--- src/rtl/risc_issue_sequencer_pkg.sv ---
`default_nettype none
// ============================================================================
// Module   : risc_issue_sequencer_pkg
// Purpose  : Shared types and constants for the RISC issue sequencer:
//            ALU operation codes (arithmetic plus branch compares),
//            instruction classes, opcode/funct encodings and the decoder.
// Revision : 1.0 - initial release
// ============================================================================
package risc_issue_sequencer_pkg;

    typedef enum logic [3:0] {
        ALU_ADD          = 4'd0,
        ALU_SUBTRACT     = 4'd1,
        ALU_XOR          = 4'd2,
        ALU_OR           = 4'd3,
        ALU_AND          = 4'd4,
        ALU_SHIFT_LT_LOG = 4'd5,
        ALU_SHIFT_RT_LOG = 4'd6,
        ALU_SHIFT_RT_AR  = 4'd7,
        ALU_BEQ          = 4'd8,
        ALU_BNE          = 4'd9,
        ALU_BLT          = 4'd10,
        ALU_BGE          = 4'd11,
        ALU_BLTU         = 4'd12,
        ALU_BGEU         = 4'd13
    } alu_op_code_t;

    typedef enum logic [2:0] {
        INSTR_R       = 3'd0,
        INSTR_I       = 3'd1,
        INSTR_S       = 3'd2,
        INSTR_B       = 3'd3,
        INSTR_ILLEGAL = 3'd4
    } risc_instr_type_t;

    localparam logic [6:0] c_OPC_R    = 7'b0110011;
    localparam logic [6:0] c_OPC_I    = 7'b0010011;
    localparam logic [6:0] c_OPC_S    = 7'b0100011;
    localparam logic [6:0] c_OPC_B    = 7'b1100011;

    localparam logic [6:0] c_F7_BASE  = 7'b0000000;
    localparam logic [6:0] c_F7_ALT   = 7'b0100000;

    localparam logic [2:0] c_F3_ADD   = 3'b000;
    localparam logic [2:0] c_F3_SLL   = 3'b001;
    localparam logic [2:0] c_F3_XOR   = 3'b100;
    localparam logic [2:0] c_F3_SR    = 3'b101;
    localparam logic [2:0] c_F3_OR    = 3'b110;
    localparam logic [2:0] c_F3_AND   = 3'b111;

    localparam logic [2:0] c_F3_BEQ   = 3'b000;
    localparam logic [2:0] c_F3_BNE   = 3'b001;
    localparam logic [2:0] c_F3_BLT   = 3'b100;
    localparam logic [2:0] c_F3_BGE   = 3'b101;
    localparam logic [2:0] c_F3_BLTU  = 3'b110;
    localparam logic [2:0] c_F3_BGEU  = 3'b111;

    typedef struct packed {
        logic             illegal;
        risc_instr_type_t itype;
        alu_op_code_t     op;
    } decode_t;

    // Classify an instruction and pick its ALU operation. Anything that does
    // not map onto an ALU_OP_CODE comes back flagged illegal.
    function automatic decode_t decode_instr(input logic [31:0] instr);
        decode_t    d;
        logic [6:0] f7;
        logic [2:0] f3;
        f7        = instr[31:25];
        f3        = instr[14:12];
        d.illegal = 1'b0;
        d.itype   = INSTR_ILLEGAL;
        d.op      = ALU_ADD;
        case (instr[6:0])
            c_OPC_R: begin
                d.itype = INSTR_R;
                case ({f7, f3})
                    {c_F7_BASE, c_F3_ADD}: d.op = ALU_ADD;
                    {c_F7_ALT,  c_F3_ADD}: d.op = ALU_SUBTRACT;
                    {c_F7_BASE, c_F3_XOR}: d.op = ALU_XOR;
                    {c_F7_BASE, c_F3_OR }: d.op = ALU_OR;
                    {c_F7_BASE, c_F3_AND}: d.op = ALU_AND;
                    {c_F7_BASE, c_F3_SLL}: d.op = ALU_SHIFT_LT_LOG;
                    {c_F7_BASE, c_F3_SR }: d.op = ALU_SHIFT_RT_LOG;
                    {c_F7_ALT,  c_F3_SR }: d.op = ALU_SHIFT_RT_AR;
                    default:               d.illegal = 1'b1;
                endcase
            end
            c_OPC_I: begin
                d.itype = INSTR_I;
                case (f3)
                    c_F3_ADD: d.op = ALU_ADD;
                    c_F3_XOR: d.op = ALU_XOR;
                    c_F3_OR:  d.op = ALU_OR;
                    c_F3_AND: d.op = ALU_AND;
                    c_F3_SLL: begin
                        if (f7 == c_F7_BASE) d.op = ALU_SHIFT_LT_LOG;
                        else                 d.illegal = 1'b1;
                    end
                    c_F3_SR: begin
                        if (f7 == c_F7_BASE)     d.op = ALU_SHIFT_RT_LOG;
                        else if (f7 == c_F7_ALT) d.op = ALU_SHIFT_RT_AR;
                        else                     d.illegal = 1'b1;
                    end
                    default: d.illegal = 1'b1;
                endcase
            end
            c_OPC_S: begin
                d.itype = INSTR_S;
                d.op    = ALU_ADD;
            end
            c_OPC_B: begin
                d.itype = INSTR_B;
                case (f3)
                    c_F3_BEQ:  d.op = ALU_BEQ;
                    c_F3_BNE:  d.op = ALU_BNE;
                    c_F3_BLT:  d.op = ALU_BLT;
                    c_F3_BGE:  d.op = ALU_BGE;
                    c_F3_BLTU: d.op = ALU_BLTU;
                    c_F3_BGEU: d.op = ALU_BGEU;
                    default:   d.illegal = 1'b1;
                endcase
            end
            default: d.illegal = 1'b1;
        endcase
        if (d.illegal) begin
            d.itype = INSTR_ILLEGAL;
            d.op    = ALU_ADD;
        end
        return d;
    endfunction

endpackage
`default_nettype wire

--- src/rtl/risc_imm_gen.sv ---
`default_nettype none
// ============================================================================
// Module   : risc_imm_gen
// Purpose  : Combinational immediate extraction with sign extension.
// Ports    : instr  - 32-bit instruction word
//            imm_i  - I-type immediate, sign-extended to XLEN
//            imm_s  - S-type immediate, sign-extended to XLEN
//            imm_b  - B-type 13-bit byte offset, sign-extended to XLEN
// Revision : 1.0 - initial release
// ============================================================================
module risc_imm_gen #(
    parameter int XLEN = 32
) (
    input  logic [31:0]     instr,
    output logic [XLEN-1:0] imm_i,
    output logic [XLEN-1:0] imm_s,
    output logic [XLEN-1:0] imm_b
);

    // Register-index and opcode fields carry no immediate bits.
    logic w_unused;
    assign w_unused = ^{instr[19:12], instr[6:0]};

    assign imm_i = {{(XLEN-12){instr[31]}}, instr[31:20]};
    assign imm_s = {{(XLEN-12){instr[31]}}, instr[31:25], instr[11:7]};
    assign imm_b = {{(XLEN-13){instr[31]}}, instr[31], instr[7],
                    instr[30:25], instr[11:8], 1'b0};

endmodule
`default_nettype wire

--- src/rtl/risc_issue_sequencer.sv ---
`default_nettype none
// ============================================================================
// Module   : risc_issue_sequencer
// Purpose  : Fetch / decode / operand-read / issue sequencer for a small
//            RISC-V subset (R, I-ALU, S, B). One instruction in flight.
// Ports    : clk, reset_n (async, active low)
//            mem_rd_*        instruction fetch request / data / ack
//            reg_rd_*_a/_b   rs1 / rs2 read requests / data / acks
//            alu_*           issue bundle, handshake, completion, branch PC
//            illegal_instr   one-cycle pulse on an undecodable instruction
//            pc              current program counter
// Revision : 1.0 - initial release
// ============================================================================
module risc_issue_sequencer
    import risc_issue_sequencer_pkg::*;
#(
    parameter int XLEN    = 32,
    parameter int PC_STEP = 1
) (
    input  logic            clk,
    input  logic            reset_n,
    output logic [XLEN-1:0] mem_rd_addr,
    output logic            mem_rd_addr_valid,
    input  logic [31:0]     mem_rd_data,
    input  logic            mem_rd_ack,
    output logic [4:0]      reg_rd_addr_a,
    output logic            reg_rd_addr_a_valid,
    input  logic [XLEN-1:0] reg_rd_data_a,
    input  logic            reg_rd_data_a_ack,
    output logic [4:0]      reg_rd_addr_b,
    output logic            reg_rd_addr_b_valid,
    input  logic [XLEN-1:0] reg_rd_data_b,
    input  logic            reg_rd_data_b_ack,
    output alu_op_code_t    alu_op_code,
    output logic [XLEN-1:0] alu_input_A,
    output logic [XLEN-1:0] alu_input_B,
    output logic            alu_reg_out,
    output logic [4:0]      alu_reg_addr,
    output logic            alu_mem_out,
    output logic [XLEN-1:0] alu_mem_addr,
    output logic            alu_pc_jump,
    output logic            alu_inputs_valid,
    input  logic            alu_input_ack,
    input  logic            alu_done,
    input  logic [XLEN-1:0] alu_pc_branch_data,
    input  logic            alu_pc_branch_data_valid,
    output logic            alu_pc_branch_data_ack,
    output logic            illegal_instr,
    output logic [XLEN-1:0] pc
);

    localparam logic [2:0] S_IDLE      = 3'd0;
    localparam logic [2:0] S_FETCH     = 3'd1;
    localparam logic [2:0] S_REG_RD    = 3'd2;
    localparam logic [2:0] S_ISSUE     = 3'd3;
    localparam logic [2:0] S_WAIT_DONE = 3'd4;
    localparam logic [2:0] S_BR_WAIT   = 3'd5;

    localparam logic [XLEN-1:0] c_PC_INC = XLEN'(PC_STEP);

    logic [2:0]       r_state;
    logic [XLEN-1:0]  r_pc;
    logic             r_mem_valid;
    logic [31:0]      r_instr;
    risc_instr_type_t r_type;
    alu_op_code_t     r_op;
    logic             r_illegal;
    logic             r_a_valid, r_b_valid;
    logic             r_a_seen,  r_b_seen;
    logic [XLEN-1:0]  r_a_data,  r_b_data;
    logic             r_alu_valid;
    alu_op_code_t     r_alu_op;
    logic [XLEN-1:0]  r_alu_a, r_alu_b, r_alu_mem_addr;
    logic             r_alu_reg_out, r_alu_mem_out, r_alu_jump;
    logic [4:0]       r_alu_reg_addr;
    logic             r_br_ack;

    decode_t          w_dec;
    logic [XLEN-1:0]  w_imm_i, w_imm_s, w_imm_b, w_br_off;
    logic [XLEN-1:0]  w_nxt_a, w_nxt_b, w_nxt_mem_addr;
    logic             w_nxt_reg_out, w_nxt_mem_out, w_nxt_jump;

    assign w_dec = decode_instr(mem_rd_data);

    risc_imm_gen #(.XLEN(XLEN)) u_imm_gen (
        .instr (r_instr),
        .imm_i (w_imm_i),
        .imm_s (w_imm_s),
        .imm_b (w_imm_b)
    );

    // Branch offsets are encoded in bytes; a word-addressed PC needs them
    // scaled down, keeping the sign.
    generate
        if (PC_STEP == 4) begin : g_byte_pc
            assign w_br_off = w_imm_b;
        end else begin : g_word_pc
            logic signed [XLEN-1:0] w_imm_b_s;
            assign w_imm_b_s = w_imm_b;
            assign w_br_off  = w_imm_b_s >>> 2;
        end
    endgenerate

    // Issue bundle assembled from the latched operands.
    always_comb begin
        w_nxt_a        = r_a_data;
        w_nxt_b        = r_b_data;
        w_nxt_reg_out  = 1'b0;
        w_nxt_mem_out  = 1'b0;
        w_nxt_jump     = 1'b0;
        w_nxt_mem_addr = '0;
        case (r_type)
            INSTR_R: w_nxt_reg_out = 1'b1;
            INSTR_I: begin
                w_nxt_b       = w_imm_i;
                w_nxt_reg_out = 1'b1;
            end
            INSTR_S: begin
                // Store data travels through the ALU as rs2 + 0.
                w_nxt_a        = r_b_data;
                w_nxt_b        = '0;
                w_nxt_mem_out  = 1'b1;
                w_nxt_mem_addr = r_a_data + w_imm_s;
            end
            INSTR_B: begin
                w_nxt_jump     = 1'b1;
                w_nxt_mem_addr = r_pc + w_br_off;
            end
            default: ;
        endcase
    end

    always_ff @(posedge clk or negedge reset_n) begin
        if (!reset_n) begin
            r_state        <= S_IDLE;
            r_pc           <= '0;
            r_mem_valid    <= 1'b0;
            r_instr        <= '0;
            r_type         <= INSTR_R;
            r_op           <= ALU_ADD;
            r_illegal      <= 1'b0;
            r_a_valid      <= 1'b0;
            r_b_valid      <= 1'b0;
            r_a_seen       <= 1'b0;
            r_b_seen       <= 1'b0;
            r_a_data       <= '0;
            r_b_data       <= '0;
            r_alu_valid    <= 1'b0;
            r_alu_op       <= ALU_ADD;
            r_alu_a        <= '0;
            r_alu_b        <= '0;
            r_alu_reg_out  <= 1'b0;
            r_alu_reg_addr <= '0;
            r_alu_mem_out  <= 1'b0;
            r_alu_mem_addr <= '0;
            r_alu_jump     <= 1'b0;
            r_br_ack       <= 1'b0;
        end else begin
            r_illegal <= 1'b0;
            r_br_ack  <= 1'b0;
            case (r_state)
                S_IDLE: begin
                    r_state     <= S_FETCH;
                    r_mem_valid <= 1'b1;
                end
                S_FETCH: begin
                    if (!r_mem_valid) begin
                        // Re-request after an illegal instruction, leaving
                        // one low cycle after the previous ack.
                        r_mem_valid <= 1'b1;
                    end else if (mem_rd_ack) begin
                        r_mem_valid <= 1'b0;
                        r_instr     <= mem_rd_data;
                        r_type      <= w_dec.itype;
                        r_op        <= w_dec.op;
                        if (w_dec.illegal) begin
                            r_illegal <= 1'b1;
                            r_pc      <= r_pc + c_PC_INC;
                        end else begin
                            r_state   <= S_REG_RD;
                            r_a_valid <= 1'b1;
                            r_a_seen  <= 1'b0;
                            // I-type has no rs2: mark it as already seen.
                            r_b_valid <= (w_dec.itype != INSTR_I);
                            r_b_seen  <= (w_dec.itype == INSTR_I);
                        end
                    end
                end
                S_REG_RD: begin
                    if (r_a_valid && reg_rd_data_a_ack) begin
                        r_a_data  <= reg_rd_data_a;
                        r_a_seen  <= 1'b1;
                        r_a_valid <= 1'b0;
                    end
                    if (r_b_valid && reg_rd_data_b_ack) begin
                        r_b_data  <= reg_rd_data_b;
                        r_b_seen  <= 1'b1;
                        r_b_valid <= 1'b0;
                    end
                    if (r_a_seen && r_b_seen) begin
                        r_state        <= S_ISSUE;
                        r_alu_valid    <= 1'b1;
                        r_alu_op       <= r_op;
                        r_alu_a        <= w_nxt_a;
                        r_alu_b        <= w_nxt_b;
                        r_alu_reg_out  <= w_nxt_reg_out;
                        r_alu_reg_addr <= w_nxt_reg_out ? r_instr[11:7] : 5'd0;
                        r_alu_mem_out  <= w_nxt_mem_out;
                        r_alu_mem_addr <= w_nxt_mem_addr;
                        r_alu_jump     <= w_nxt_jump;
                    end
                end
                S_ISSUE: begin
                    if (alu_input_ack) begin
                        r_alu_valid <= 1'b0;
                        if (r_type == INSTR_B) begin
                            r_state <= S_BR_WAIT;
                        end else begin
                            r_pc    <= r_pc + c_PC_INC;
                            r_state <= S_WAIT_DONE;
                        end
                    end
                end
                S_WAIT_DONE: begin
                    if (alu_done) begin
                        r_state     <= S_FETCH;
                        r_mem_valid <= 1'b1;
                    end
                end
                S_BR_WAIT: begin
                    if (alu_pc_branch_data_valid) begin
                        r_pc        <= alu_pc_branch_data;
                        r_br_ack    <= 1'b1;
                        r_state     <= S_FETCH;
                        r_mem_valid <= 1'b1;
                    end
                end
                default: r_state <= S_IDLE;
            endcase
        end
    end

    assign pc                     = r_pc;
    assign mem_rd_addr            = r_pc;
    assign mem_rd_addr_valid      = r_mem_valid;
    assign reg_rd_addr_a          = r_instr[19:15];
    assign reg_rd_addr_a_valid    = r_a_valid;
    assign reg_rd_addr_b          = r_instr[24:20];
    assign reg_rd_addr_b_valid    = r_b_valid;
    assign alu_op_code            = r_alu_op;
    assign alu_input_A            = r_alu_a;
    assign alu_input_B            = r_alu_b;
    assign alu_reg_out            = r_alu_reg_out;
    assign alu_reg_addr           = r_alu_reg_addr;
    assign alu_mem_out            = r_alu_mem_out;
    assign alu_mem_addr           = r_alu_mem_addr;
    assign alu_pc_jump            = r_alu_jump;
    assign alu_inputs_valid       = r_alu_valid;
    assign alu_pc_branch_data_ack = r_br_ack;
    assign illegal_instr          = r_illegal;

endmodule
`default_nettype wire

--- config.mk ---
export PLATFORM = sky130hd
export DESIGN_NAME = risc_issue_sequencer
export DESIGN_NICKNAME = d
export VERILOG_FILES = /design/src/rtl/risc_issue_sequencer_pkg.sv /design/src/rtl/risc_imm_gen.sv /design/src/rtl/risc_issue_sequencer.sv
export SDC_FILE = /design/constraint.sdc
export NUM_CORES = 1
export LEC_CHECK = 0
export ABC_AREA = 1
export CORE_MARGIN = 1.5
export CORE_UTILIZATION = 48
export CTS_CLUSTER_DIAMETER = 120
export CTS_CLUSTER_SIZE = 20
export DETAILED_ROUTE_END_ITERATION = 10
export HOLD_SLACK_MARGIN = 0.02
export MAX_ROUTING_LAYER = met4
export PLACE_DENSITY = 0.75
export SLEW_MARGIN = 20
export SYNTH_ARGS = -nofsm -noshare
export SYNTH_HDL_FRONTEND = slang
export SYNTH_SLANG_ARGS = --single-unit
--- constraint.sdc ---
create_clock -name clk -period 2.49 [get_ports clk]
set_input_delay 0.3735 -clock clk [delete_from_list [all_inputs] [get_ports clk]]
set_output_delay 0.3735 -clock clk [all_outputs]
set_load 0.05 [all_outputs]
==> results of run 1 <==
==> kinds of logic (layout without fill, tap and decap cells) <==
group / after synthesis / count (layout) / share of synthesized area (%)
compound gates: 261 / 261 / 8.43
xor+xnor: 29 / 29 / 1.54
fa+ha+maj: 65 / 65 / 5.03
buf+inv: 395 / 757 / 10.2
flops: 244 / 244 / 37.1
mux: 83 / 83 / 5.53
simple gates: 1293 / 1293 / 32.2
==> worst max-delay path, stage by stage, from the launching register on <==
cell and delay, ns:
dfrtp_1 0.50, buf_4 0.24, clkdlybuf4s50_1 0.82
==> synth_stat cells, types with 7 or more instances <==
| library cell | instances | share of area, % |
|---|---|---|
| o21ai_0 | 116 | 3.5 |
| dfrtp_1 | 244 | 37 |
| buf_4 | 33 | 1.5 |
| nand3b_1 | 7 | 0.32 |
| mux2_2 | 63 | 4.3 |
| mux2i_1 | 20 | 1.2 |
| o21ai_1 | 26 | 0.79 |
| xnor2_1 | 10 | 0.53 |
| clkbuf_1 | 27 | 0.62 |
| nand3_1 | 131 | 4.0 |
| inv_1 | 292 | 6.7 |
| nor2_1 | 209 | 4.8 |
| nand4_1 | 23 | 0.87 |
| nand2_1 | 853 | 19 |
| nor3_1 | 33 | 1.0 |
| a21oi_1 | 78 | 2.4 |
| or2_2 | 13 | 0.49 |
| a31oi_1 | 19 | 0.72 |
| inv_2 | 12 | 0.27 |
| buf_2 | 24 | 0.73 |
| ha_1 | 63 | 4.8 |
| xor2_1 | 19 | 1.0 |
==> registers in the layout, summed over array words and instances, names as in the netlist, 3 cells and up <==
signal	count
r_b_data	32
r_type	3
alu_input_A	32
r_op	4
alu_op_code	4
alu_mem_addr	32
alu_input_B	32
r_a_data	32
mem_rd_addr	32
r_instr	22
r_state	3
alu_reg_addr	5
==> layout make-up <==
cell class,instances,share of cell area [%]
multi-input cells,1731,41.6
flip-flops and latches,244,28.8
repair buffers,431,19.4
inverters,304,5.40
well taps,448,2.64
clock buffers,19,2.04
clock inverters,3,0.106
==> final timing paths <==
check                      cells past startpoint                to  slack, ns
setup / recovery                               2            pc[24]       0.04
hold / removal                                 2   mem_rd_addr[18]       0.40
setup reg to reg                              12  alu_mem_addr[13]       0.12
hold reg to reg                                2          r_a_seen       0.48
max in group asynchronous                      3    mem_rd_addr[8]       1.23
min in group clk                               3       r_instr[10]       0.41
==> metal layers <==
layer / vias to the layer above / track usage [%] / share of wire [%]
li1: 8182 / - / -
met1: 7829 / 44.2 / 44
met2: 573 / 51.4 / 45
met3: 87 / 5.50 / 7.5
met4: 0 / 9.38 / 2.9
met5: - / - / 0
==> cell usage in the layout (no fill, tap or decap), types with 30 or more instances in the layout <==
cell	count
nor3_1	30
inv_1	290
dfrtp_1	243
a21oi_1	77
nand2_1	848
mux2_2	63
buf_4	102
nor2_1	196
ha_1	55
clkdlybuf4s50_1	322
nand3_1	128
o21ai_0	116
==> power by group <==
| part | internal (mW) | total, mW | switching [mW] |
|---|---|---|---|
| clock | 1.25 | 2.66 | 1.42 |
| sequential | 5.43 | 6.81 | 1.38 |
| combinational | 6.08 | 17.2 | 11.1 |
==> timing repair <==
item | 4_1_cts | 5_1_grt
hold endpoints to repair | 58 | 0
setup endpoints to repair | 0 | 25
hold buffers | 1 | 0
resized for setup | 0 | 35
==> results_dict.tcl, run 1 <==
set metrics [dict create \
    placed_cell_area_um2 20600 \
    utilization_pct 63.1 \
    critPathRequiredTime_ns 2.12 \
    htree_levels 1 \
    crit_path_start "mem_rd_addr[24]" \
    route.detailed.drc 0 \
    cts_root_buf "clkbuf_16" \
    synth_edf_count 0 \
    numPortBuffers 323 \
    endpoint_kind "output port" \
    via_per_inst 5.24 \
    detailed_place_hpwl_um 44800 \
    async_reset_ff_share_pct 100 \
    ys_seq_area_share_pct 37.1 \
    netlist_area_um2 16500 \
    power_density_nw_per_um2 1260 \
    setup_viol 0 \
    rsz0062_at_grt "yes" \
    whs_ns 0.401 \
    min_period_ns 2.45 \
    synth_cell_types 46 \
    cts_sinks 244 \
    first_pass_iters 5 \
    coreArea_um2 33600 \
    seq_area_um2 6110 \
    num-fill-cells 3099 \
    avgSynthCellArea_um2 6.94 \
    diodes 0 \
    drive_gt1_share_pct 9.81 \
    numCtsBuffers 16 \
    multi_input_area_um2 8820 \
    final_nets 2929 \
    fin_area_um2 21200 \
    clk_pin_slew_worst_paths_ns 0.09 \
    syn-num-nets 2571 \
    finalWeightedCongestion 0.962 \
    rr_startpoint "r_instr[31]" \
    power_mw 26.6 \
    dp_cells 3157 \
    crit_arrival_ns 2.08 \
    netlist_instances 2370 \
    syn_to_final_growth_pct 28.8 \
    wl_um 57100 \
    fin_skew_ns 0.0166 \
    worst_pin_slew_ns 0.652 \
    ys_warn_count 0 \
    cts_buffer_depth 3 \
    cap_violations 0 \
    synthFlopType "dfrtp_1" \
    clk_latency_ns 0.51 \
    first_global_vias 16400 \
    die_h_um 188 \
    tns_ns 0 \
    dieArea_um2 35400 \
    antenna_found_initial 0 \
    p_leak_nw 10.7 \
    max_freq_mhz 408 \
    maxSlewViolCount 0 \
    cts_setup_buffers 0 \
    initial_core_util_pct 48.9 \
    max_slew_margin_pct 56.4 \
    ys_seq_elements 244 \
    ant_nets 0 \
    layout_setup_ws_ns 0.0372 \
    num_rows 67 \
    instances_no_fill 3180 \
    grt_max_degree 65 \
    dieWidth_um 188 \
    wl_per_cell_um 18.0 \
    cts_tree "built" \
    ioPinCount 324 \
    status "finished, final reports clean" \
    drt_iter0_markers 1235 \
    overflow 0 \
    peakVddDrop_mv 0.972 \
    grtUsageTotal_pct 33.0 \
    critPathLaunchType "flop" \
    vias 16700 \
    pre_cts_slack_ns 0.0533 \
    critPathKind "reg -> out" \
    grt_pass1_wl_um 89900 \
    fin_crit_sh_pct 98.5 \
    report.final.hold_viol_count 0 \
    hp-class "in -> async" \
    worstPathMaxFanout 8 \
]
Power figures use the tool's default switching activity.
==> run 2, diff against run 1 <==
--- a/config.mk
+++ b/config.mk
@@ -7,13 +7,14 @@
 export LEC_CHECK = 0
 export ABC_AREA = 1
 export CORE_MARGIN = 1.5
-export CORE_UTILIZATION = 48
+export CORE_UTILIZATION = 50
 export CTS_CLUSTER_DIAMETER = 120
 export CTS_CLUSTER_SIZE = 20
 export DETAILED_ROUTE_END_ITERATION = 10
+export DONT_BUFFER_PORTS = 1
 export HOLD_SLACK_MARGIN = 0.02
 export MAX_ROUTING_LAYER = met4
-export PLACE_DENSITY = 0.75
+export PLACE_DENSITY = 0.65
 export SLEW_MARGIN = 20
 export SYNTH_ARGS = -nofsm -noshare
 export SYNTH_HDL_FRONTEND = slang
==> results_dict.tcl, run 2 (synthesized netlist as in run 1, its figures left out) <==
set metrics [dict create \
    fin_area_um2 18600 \
    status "finished with violations" \
    antenna_found_initial 0 \
    overflow 0 \
    clk_latency_ns 0.51 \
    whs_ns -0.419 \
    switching_share_pct 55.3 \
    initial_core_util_pct 50.7 \
    dp_cells 2806 \
    numCtsBuffers 16 \
    cts_buffer_depth 3 \
    numPortBuffers 0 \
    vias 15600 \
    num_rows 66 \
    critPathLaunchType "flop" \
    min_period_ns 2.43 \
    ff2ff_path_depth 12 \
    p_leak_nw 9.77 \
    placed_cell_area_um2 17200 \
    final_common_cell "nand2_1" \
    setup_viol 0 \
    drive_gt1_share_pct 10.3 \
    worst_pin_slew_ns 0.962 \
    drt_iter0_markers 1184 \
    detailed_place_hpwl_um 42400 \
    syn_to_final_growth_pct 13.1 \
    power_density_nw_per_um2 1320 \
    ant_nets 0 \
    rsz0062_at_grt "yes" \
    p_int_mw 11.0 \
    htree_levels 1 \
    maxSlewViolCount 0 \
    tns_ns 0 \
    critPathKind "reg -> reg" \
    num-fill-cells 3184 \
    endpoint_kind "flop" \
    wl_um 55000 \
    peakVddDrop_mv 0.958 \
    cts_sinks 244 \
    critPathRequiredTime_ns 2.95 \
    final_cell_mix "nand2_1 (847), inv_1 (291), dfrtp_1 (242)" \
    fin_crit_sh_pct 97.5 \
    finalWeightedCongestion 1.00 \
    first_pass_iters 5 \
    max_slew_margin_pct 35.8 \
    clk_pin_slew_worst_paths_ns 0.10 \
    clkPwrFrac_pct 11.0 \
    max_freq_mhz 412 \
    violations "hold timing" \
    seq_power_share_pct 36.6 \
    worstPathMaxFanout 22 \
    cts_tree "built" \
    cap_violations 0 \
    dieArea_um2 34000 \
    grtUsageTotal_pct 32.9 \
    wl_per_cell_um 18.9 \
    grt_max_degree 245 \
    first_global_vias 14800 \
    die_h_um 184 \
    combPwrFrac_pct 52.4 \
    report.final.hold_viol_count 244 \
    ioPinCount 324 \
    p_sw_mw 13.6 \
    grt_pass1_wl_um 83800 \
    route.detailed.drc 0 \
    hp-class "in -> async" \
    fin_skew_ns 0.0219 \
    coreArea_um2 32500 \
    instances_no_fill 2907 \
    final_nets 2663 \
    cts_root_buf "clkbuf_16" \
    dieWidth_um 184 \
    crit_arrival_ns 2.89 \
    via_per_inst 5.36 \
]
## run 2: changes by cell type in the layout (fill, tap and decap cells not counted), sizes merged
cell           before  now
clkbuf             19   18
clkinv              3    0
diode               0    1
dlygate4sd3         1   78
inv               303  306
buf               108   87
clkdlybuf4s50     322    0
clkinvlp            1    0
## run 2: layout make-up
class                           instances  area (um^2)  share of cell area, %
Tap cell                              442          553                   2.97
Inverter                              304         1140                   6.13
Antenna cell                            1         2.50                 0.0134
Multi-Input combinational cell       1731         8880                   47.7
Clock buffer                           18          429                   2.31
Timing Repair Buffer                  165         1480                   7.93
Clock inverter                          2         20.0                  0.108
Sequential cell                       244         6110                   32.8
## run 2: worst paths after layout
check / startpoint / endpoint / slack [ns]
max: r_instr[31] / alu_mem_addr[27] / 0.06
min: reset_n / alu_mem_addr[21] / -0.42
max reg2reg: r_instr[31] / alu_mem_addr[27] / 0.06
min reg2reg: r_a_seen / r_a_seen / 0.49
max in group asynchronous: reset_n / r_instr[7] / 2.21
min in group clk: alu_input_ack / r_state[2] / 0.03
## run 2: per-layer routing
| metal | global-route usage, % | wire length, um | up-vias |
|---|---|---|---|
| met5 | - | 0 | - |
| met4 | 7.11 | 1210 | 0 |
| met3 | 7.94 | 4490 | 59 |
| met2 | 51.0 | 24800 | 530 |
| met1 | 43.7 | 24600 | 7335 |
| li1 | - | - | 7652 |
## run 2: worst max-delay path: stages, from the launching register on
cell and delay, ns:
dfrtp_2 0.49, buf_12 0.19, ha_1 0.39, nand2_1 0.13, nor2_1 0.32, nand2_1 0.17, nand2_1 0.11, a21oi_1 0.08
nand3_1 0.09, nand3_2 0.16, nand2_1 0.11, nand2_1 0.05, nand2_1 0.06
## run 2: power groups by stage
stage / Clock (mW) / Sequential [mW] / Combinational, mW
after floorplan: 0 / 9.27 / 8.60
after global placement: 0 / 8.98 / 12.2
after detailed placement: 0 / 9.01 / 12.3
after CTS: 2.73 / 8.94 / 12.5
after global routing: 2.86 / 9.13 / 14.3
final: 2.69 / 8.97 / 12.8
## run 2: what timing repair did
item                       CTS  global route
buffers inserted             0             2
pin swaps                    0             2
setup endpoints to repair    8            22
hold endpoints to repair   320           246
cloned                       0             0
resized for setup            8            41
hold buffers                76             2
## run 2: through the flow
| step | total power [mW] | util [%] | setup WS [ns] |
|---|---|---|---|
| after floorplan | 17.9 | - | 0.122 |
| after global placement | 21.2 | 52.9 | -0.206 |
| after detailed placement | 21.3 | 52.9 | -0.127 |
| after CTS | 24.2 | 56.8 | -0.0228 |
| after global routing | 26.3 | 57.3 | -0.0535 |
| final | 24.5 | 57.3 | 0.0613 |
